### src/rtl/mips8_sequencer.sv
// Multi-cycle control sequencer for an 8-bit MIPS-like datapath.
// Every strobe is a registered Moore output, decoded from the next state.
module mips8_sequencer #(
  parameter int unsigned MEM_TIMEOUT = 16
) (
  input  logic       clk,
  input  logic       reset,
  input  logic       start,
  input  logic [7:0] instr,
  input  logic       zero,
  input  logic       mem_ready,
  output logic [7:0] pc,
  output logic       imem_ren,
  output logic [7:0] ir,
  output logic [2:0] alu_op,
  output logic       alu_en,
  output logic [1:0] rf_addr1,
  output logic [1:0] rf_addr2,
  output logic       rf_ren,
  output logic       rf_wen,
  output logic       mem_ren,
  output logic       mem_wen,
  output logic [7:0] mem_addr,
  output logic       busy,
  output logic       halted,
  output logic       fault,
  output logic [2:0] state
);

  typedef enum logic [2:0] {
    S_IDLE   = 3'd0,
    S_FETCH  = 3'd1,
    S_DECODE = 3'd2,
    S_EXEC   = 3'd3,
    S_MEM    = 3'd4,
    S_WB     = 3'd5,
    S_HALT   = 3'd6
  } state_t;

  localparam logic [2:0] OP_LD   = 3'b100;
  localparam logic [2:0] OP_ST   = 3'b101;
  localparam logic [2:0] OP_BEQZ = 3'b110;
  localparam logic [2:0] OP_JMP  = 3'b111;
  localparam logic [7:0] INSTR_HALT   = 8'hFF;
  localparam logic [7:0] TIMEOUT_LAST = 8'(MEM_TIMEOUT - 1);

  state_t     state_q, state_d;
  logic [7:0] pc_q, pc_d;
  logic [7:0] ir_q, ir_d;
  logic       fault_q, fault_d;
  logic [7:0] tmo_q, tmo_d;
  logic       imem_ren_q, imem_ren_d;
  logic       alu_en_q, alu_en_d;
  logic       rf_ren_q, rf_ren_d;
  logic       rf_wen_q, rf_wen_d;
  logic       mem_ren_q, mem_ren_d;
  logic       mem_wen_q, mem_wen_d;
  logic       busy_q, busy_d;
  logic       halted_q, halted_d;

  logic [2:0] opcode;
  logic [7:0] branch_off;
  logic [7:0] pc_inc;

  assign opcode     = ir_q[7:5];
  assign branch_off = {{5{ir_q[2]}}, ir_q[2:0]};
  assign pc_inc     = pc_q + 8'd1;

  always_comb begin
    state_d = state_q;
    pc_d    = pc_q;
    ir_d    = ir_q;
    fault_d = fault_q;
    tmo_d   = tmo_q;
    case (state_q)
      S_IDLE: begin
        if (start) begin
          pc_d    = 8'd0;
          state_d = S_FETCH;
        end
      end
      S_FETCH: state_d = S_DECODE;
      S_DECODE: begin
        ir_d    = instr;
        state_d = (instr == INSTR_HALT) ? S_HALT : S_EXEC;
      end
      S_EXEC: begin
        case (opcode)
          OP_LD, OP_ST: begin
            tmo_d   = 8'd0;
            state_d = S_MEM;
          end
          OP_BEQZ: begin
            pc_d    = zero ? (pc_q + branch_off) : pc_inc;
            state_d = S_FETCH;
          end
          OP_JMP: begin
            pc_d    = {3'b000, ir_q[4:0]};
            state_d = S_FETCH;
          end
          default: state_d = S_WB;
        endcase
      end
      S_MEM: begin
        if (mem_ready) begin
          if (opcode == OP_LD) begin
            state_d = S_WB;
          end else begin
            pc_d    = pc_inc;
            state_d = S_FETCH;
          end
        end else if (tmo_q == TIMEOUT_LAST) begin
          fault_d = 1'b1;
          state_d = S_HALT;
        end else begin
          tmo_d = tmo_q + 8'd1;
        end
      end
      S_WB: begin
        pc_d    = pc_inc;
        state_d = S_FETCH;
      end
      S_HALT: begin
        if (start) begin
          fault_d = 1'b0;
          pc_d    = 8'd0;
          state_d = S_FETCH;
        end
      end
      default: state_d = S_IDLE;
    endcase
  end

  // Strobes follow the state being entered, so each one is high for exactly its state's cycles.
  always_comb begin
    imem_ren_d = (state_d == S_FETCH);
    rf_ren_d   = (state_d == S_DECODE);
    alu_en_d   = (state_d == S_EXEC) && (ir_d[7] == 1'b0);
    rf_wen_d   = (state_d == S_WB);
    mem_ren_d  = (state_d == S_MEM) && (ir_d[7:5] == OP_LD);
    mem_wen_d  = (state_d == S_MEM) && (ir_d[7:5] == OP_ST);
    busy_d     = (state_d != S_IDLE) && (state_d != S_HALT);
    halted_d   = (state_d == S_HALT);
  end

  always_ff @(posedge clk) begin
    if (!reset) begin
      state_q    <= S_IDLE;
      pc_q       <= 8'd0;
      ir_q       <= 8'd0;
      fault_q    <= 1'b0;
      tmo_q      <= 8'd0;
      imem_ren_q <= 1'b0;
      alu_en_q   <= 1'b0;
      rf_ren_q   <= 1'b0;
      rf_wen_q   <= 1'b0;
      mem_ren_q  <= 1'b0;
      mem_wen_q  <= 1'b0;
      busy_q     <= 1'b0;
      halted_q   <= 1'b0;
    end else begin
      state_q    <= state_d;
      pc_q       <= pc_d;
      ir_q       <= ir_d;
      fault_q    <= fault_d;
      tmo_q      <= tmo_d;
      imem_ren_q <= imem_ren_d;
      alu_en_q   <= alu_en_d;
      rf_ren_q   <= rf_ren_d;
      rf_wen_q   <= rf_wen_d;
      mem_ren_q  <= mem_ren_d;
      mem_wen_q  <= mem_wen_d;
      busy_q     <= busy_d;
      halted_q   <= halted_d;
    end
  end

  assign pc       = pc_q;
  assign ir       = ir_q;
  assign alu_op   = ir_q[7:5];
  assign rf_addr1 = ir_q[4:3];
  assign rf_addr2 = ir_q[2:1];
  assign mem_addr = {5'b00000, ir_q[2:0]};
  assign imem_ren = imem_ren_q;
  assign alu_en   = alu_en_q;
  assign rf_ren   = rf_ren_q;
  assign rf_wen   = rf_wen_q;
  assign mem_ren  = mem_ren_q;
  assign mem_wen  = mem_wen_q;
  assign busy     = busy_q;
  assign halted   = halted_q;
  assign fault    = fault_q;
  assign state    = state_q;

endmodule

### config.mk
export PLATFORM = sky130hd
export DESIGN_NAME = mips8_sequencer
export DESIGN_NICKNAME = d
export VERILOG_FILES = /design/src/rtl/mips8_sequencer.sv
export SDC_FILE = /design/constraint.sdc
export NUM_CORES = 1
export LEC_CHECK = 0
export ABC_CLOCK_PERIOD_IN_PS = 1850
export CAP_MARGIN = 25
export CORE_UTILIZATION = 30
export CTS_CLUSTER_SIZE = 10
export DETAILED_ROUTE_END_ITERATION = 16
export GPL_TIMING_DRIVEN = 0
export HOLD_SLACK_MARGIN = 0.12
export PLACE_DENSITY = 0.51
export SYNTH_ARGS = -nofsm -noshare
export SYNTH_HDL_FRONTEND = slang
export SYNTH_SLANG_ARGS = --single-unit
### constraint.sdc
create_clock -name clk -period 1.85 [get_ports clk]
set_input_delay 0.185 -clock clk [delete_from_list [all_inputs] [get_ports clk]]
set_output_delay 0.185 -clock clk [all_outputs]
set_load 0.03 [all_outputs]
---- Word-level counts from Yosys, hierarchy flattened ----
Cells that the tools add are included.
word-level totals
  register bits ........................... 36
  bits in latches ......................... 0
  RAM bits ................................ 0
  ROM bits ................................ 0
  bits of input ports ..................... 13
  output and inout port bits .............. 43
  memories kept ........................... 0
cells by class
  $add $sub $neg .......................... 3
  multiply operators ...................... 0
  div/mod/pow operators ................... 0
  $lt $le $gt $ge ......................... 0
  eq/ne operators ......................... 30
  shifts and indexed selects .............. 0
  multiplexer cells ....................... 22
  bitwise gates (word level) .............. 1
  reductions and logical operators ........ 15
operators by type and width
  cell                   count
  $mux W8                8
  $eq A3 B3 Y1 const B   12
  $pmux W8 S2            2
  $pmux W8 S4            1
  $pmux W3 S6            1
  $add A8 B1 Y8 const B  2
  $mux W3                5
  $ne A2 B2 Y1 const B   7
  $eq A3 B2 Y1 const B   4
  $add A8 B8 Y8          1
  $eq A8 B4 Y1 const B   1
  $eq A8 B8 Y1 const B   1
  $reduce_and A4 Y1      2
  $eq A3 B1 Y1 const B   2
  $ne A3 B3 Y1 const B   2
  $pmux W3 S2            1
  $reduce_or A2 Y1       3
  $reduce_and A5 Y1      1
  $logic_and A1 B1 Y1    4
  $reduce_bool A2 Y1     2
  $reduce_bool A4 Y1     1
  $logic_not A3 Y1       1
  $mux W1                3
  $reduce_bool A3 Y1     1
  other kinds (3)        3

---- Logic depth before layout (Yosys ltp) ----
  depth after elaboration ................. 6
  gate-level depth with buffers ........... 9

---- Worst setup path before layout ----
OpenSTA, ideal clock, no wires.
  kind .................................... flip-flop to flip-flop
  from .................................... reg ir_q[2], in the netlist ir[2]
  to ...................................... reg pc_q[7], in the netlist pc[7]
  arrival ................................. 2.148 ns
  data required time ...................... 1.779 ns
  path slack .............................. -0.369 ns
  cell stages (with the launch flop) ...... 8
  path buffers ............................ 0
  period minus slack after synthesis ...... 2.219 ns
  cell sequence ........................... dfxtp_1 > ha_1 > or2_1 > and3_4 > o41ai_1 > mux2i_1 > o2111ai_1 > a21oi_1
on the way
  longest elaborated chain between the ends .. 4
RTL lines
  item                    RTL line  text
  start, declared         49        logic [7:0] ir_q, ir_d;
  start signal, assigned  164       ir_q <= ir_d;
  $add A8 B8 Y8           94        pc_d = zero ? (pc_q + branch_off) : pc_inc;
  $mux W8                 94
  $pmux W8 S2             88        case (opcode)
  $pmux W8 S4             75        case (state_q)
  end signal, assigned    163       pc_q <= pc_d;
  end, declared           48        logic [7:0] pc_q, pc_d;
No other way between the ends.
A chain may end at the register's enable or synchronous reset.

---- Worst setup path after layout ----
  from .................................... reg pc_q[1], in the netlist pc[1]
  to ...................................... reg pc_q[2], in the netlist pc[2]
on the way
  longest elaborated chain between the ends .. 4
  elaborated cells between the ends (all ways) .. 7
  those cells by class .................... add/sub (2); mux (5)
RTL lines
  item                                                   RTL line
  $add A8 B1 Y8 / $add A8 B8 Y8 (equally long branches)  67, 94
  $mux W8 (on tied branches)                             94, 106
  $pmux W8 S2 / $mux W8 (equally long branches)          88, 105
  $pmux W8 S4 (*)                                        75
Every way passes the cells marked *; elsewhere a longest branch is shown, timed or not. The select of a mux whose other input is x is not followed.

==> results.toml <==
[logic_synthesis]
synth_ff_type = "dfxtp_1"
netlist_area_um2 = 2330
async_reset_ff_share_pct = 0
ys_types = 61
ys_ff_latch = 36
yosys_warnings = 0
synthTopCellsByCount = "38 x nor2_1, 36 x dfxtp_1, 16 x buf_4"
synthTopCellsByArea = "dfxtp_1 31%, nor2_1 6.1%, buf_4 5.2%"
synth_area_per_cell_um2 = 8.32
synth_top_area_cell = "dfxtp_1"
synth_top_area_share_pct = 30.9
synth_most_common_cell = "nor2_1"
synth_edf_count = 0
syn_inst = 280
ys_seq_area_share_pct = 30.9

[worst_setup_path]
worstSetupPathType = "flop to flop"
crit_arrival_ns = 2.10
end_kind = "flop"
start_kind = "flop"
crit_required_ns = 2.03
critPathMaxFanout = 3

[clock_tree]
cts_tree = "done"
clk_pin_slew_ns = 0.08
htreeDepth = 2
cts_buffer_depth = 2
holdBufCountCts = 0
clk_latency_ns = 0.29
cts_made_buffers = 5
root_buffer = "clkbuf_8"
cts.sinks = 36

[hold_path]
hold_class = "input port to flop"

[layout]
drive_gt1_share_pct = 22.1
syn2layout_area_growth_pct = 41.4
antenna_cells = 0
nets = 375

[route]
wl_per_cell_um = 14.0
vias = 2230
dr.pass1.iters = 6
vias_per_cell = 4.93
drt_wl_total_mm = 6.34
drt_iter0_drc = 148
drc = 0
postRouteAntennaNets = 0

[timing]
finClkSkew_ns = 0.0106
slew_headroom_pct = 65.2
drv_slew = 0
max_freq_mhz = 521
fin_tns_setup_ns = -0.202
setup_viol = 4
period_share_pct = 104
min_period_ns = 1.92
fin_ws_ns = -0.0696
rsz0062_at_grt = "yes"
tightest_slew_ns = 0.522
report.final.hold_viol_count = 0
hold_slack_ns = 0.498

[outcome]
violations = "setup timing"
outcome = "finished, violations left"

[pwr]
power.leakage_nw = 1.34
power.density_nw_per_um2 = 772
vdd_ir_drop_max_v = 0.000282

[global_routing]
grt_pass1_wl_mm = 10.5
grt_usage_pct = 15.8
antenna_found_initial = 0
overflow = 0
grt_max_degree = 13
grt_pass1_vias = 2142

[placed_design]
place.gp.congestion = 0.835
dp_hpwl_mm = 4.61
portBuffers = 49

[floorplanning]
start_util_pct = 31.6
io_pins = 56
core.rowCount = 31
core_um2 = 7370
die_w_um = 90.1
dieArea_um2 = 8130
die_h_um = 90.1

[run]
max-cap-violations = 0
logic make-up (layout without fill, tap and decap cells):
| group | Yosys count | count (layout) | synth area share (%) |
|---|---|---|---|
| other cells | 1 | 5 | 0.161 |
| compound gates | 65 | 65 | 20.5 |
| fa+ha+maj | 10 | 10 | 5.69 |
| mux | 9 | 9 | 3.86 |
| xor+xnor | 14 | 14 | 5.26 |
| buf+inv | 39 | 108 | 9.34 |
| simple gates | 106 | 106 | 24.3 |
| flops | 36 | 36 | 30.9 |
per-stage QoR:
| stage | util (%) | std cells | setup slack (ns) | power [mW] | instance area (um2) |
|---|---|---|---|---|---|
| final | 44.7 | 452 | -0.0696 | 2.54 | 3300 |
| after global routing | 44.7 | 452 | -0.148 | 2.69 | 3300 |
| after CTS | 43.7 | 449 | -0.119 | 2.52 | 3220 |
| after detailed placement | 40.6 | 432 | -0.191 | 1.89 | 2990 |
| after global placement | 40.6 | 432 | -0.194 | 1.89 | 2990 |
| after floorplan | - | 284 | -0.0181 | 1.58 | 2380 |
path summary, 6_finish.rpt:
path | from | slack [ns] | end | cells past startpoint
setup / recovery | pc[1] | -0.07 | pc[2] | 9
setup reg to reg | pc[1] | -0.07 | pc[2] | 9
hold / removal | zero | 0.50 | pc[5] | 4
hold reg to reg | tmo_q[7] | 0.53 | tmo_q[7] | 2
sequential cells by signal (all words and copies together), names as in the netlist:
signal,cells
ir,8
pc,8
tmo_q,8
state,3
alu_en,1
busy,1
fault,1
halted,1
imem_ren,1
mem_ren,1
mem_wen,1
rf_ren,1
rf_wen,1
cells in the final DEF (no fill, tap or decap), types with 4 or more instances in the layout:
cell	instances
ha_4	5
nand3_1	12
dfxtp_2	4
buf_4	25
o21ai_1	4
inv_1	13
and3_1	7
and2_1	6
ha_1	4
conb_1	5
dfxtp_4	5
clkbuf_8	5
nand4_1	5
mux2i_1	9
xor2_1	11
nor2b_1	5
dfxtp_1	27
a211oi_1	4
o21ai_0	8
nor2_1	38
a21oi_1	13
nand2_1	12
clkdlybuf4s50_1	49
report_power, final:
group	switching, mW	internal, mW	total, mW	leakage [nW]
Clock	0.304	0.263	0.566	0.0479
Combinational	0.566	0.478	1.04	0.992
Sequential	0.0910	0.843	0.934	0.298
routing by layer:
layer | GRT usage [%] | vias up | share of wire (%)
met3 | 2.88 | 6 | 4.2
met1 | 21.5 | 1042 | 50
li1 | - | 1129 | -
met5 | 0 | - | 0
met4 | 3.63 | 0 | 0.84
met2 | 26.0 | 53 | 45
area by class of cell:
class / instances / area [um2]
plain buffers: 24 / 163
clock buffers: 5 / 68.8
clock inverters: 3 / 18.8
fillers: 756 / 4070
inverters: 15 / 56.3
multi-input cells: 209 / 1530
flip-flops and latches: 36 / 744
well taps: 99 / 124
repair buffers: 61 / 596
what timing repair did:
action	in CTS	in global routing
resized for setup	11	16
buffers inserted	9	3
pin swaps	16	19
gates cloned	0	0
setup endpoints to repair	4	14
worst max-delay path: stages, from the launching register on:
cell and delay, ns:
dfxtp_4 0.37, buf_6 0.10, inv_2 0.03, fa_2 0.41, buf_4 0.15, xor2_1 0.15, a211oi_1 0.09, a21oi_1 0.16
o32ai_2 0.09, a32o_2 0.26
No activity file was read; power rests on OpenSTA's default activity.
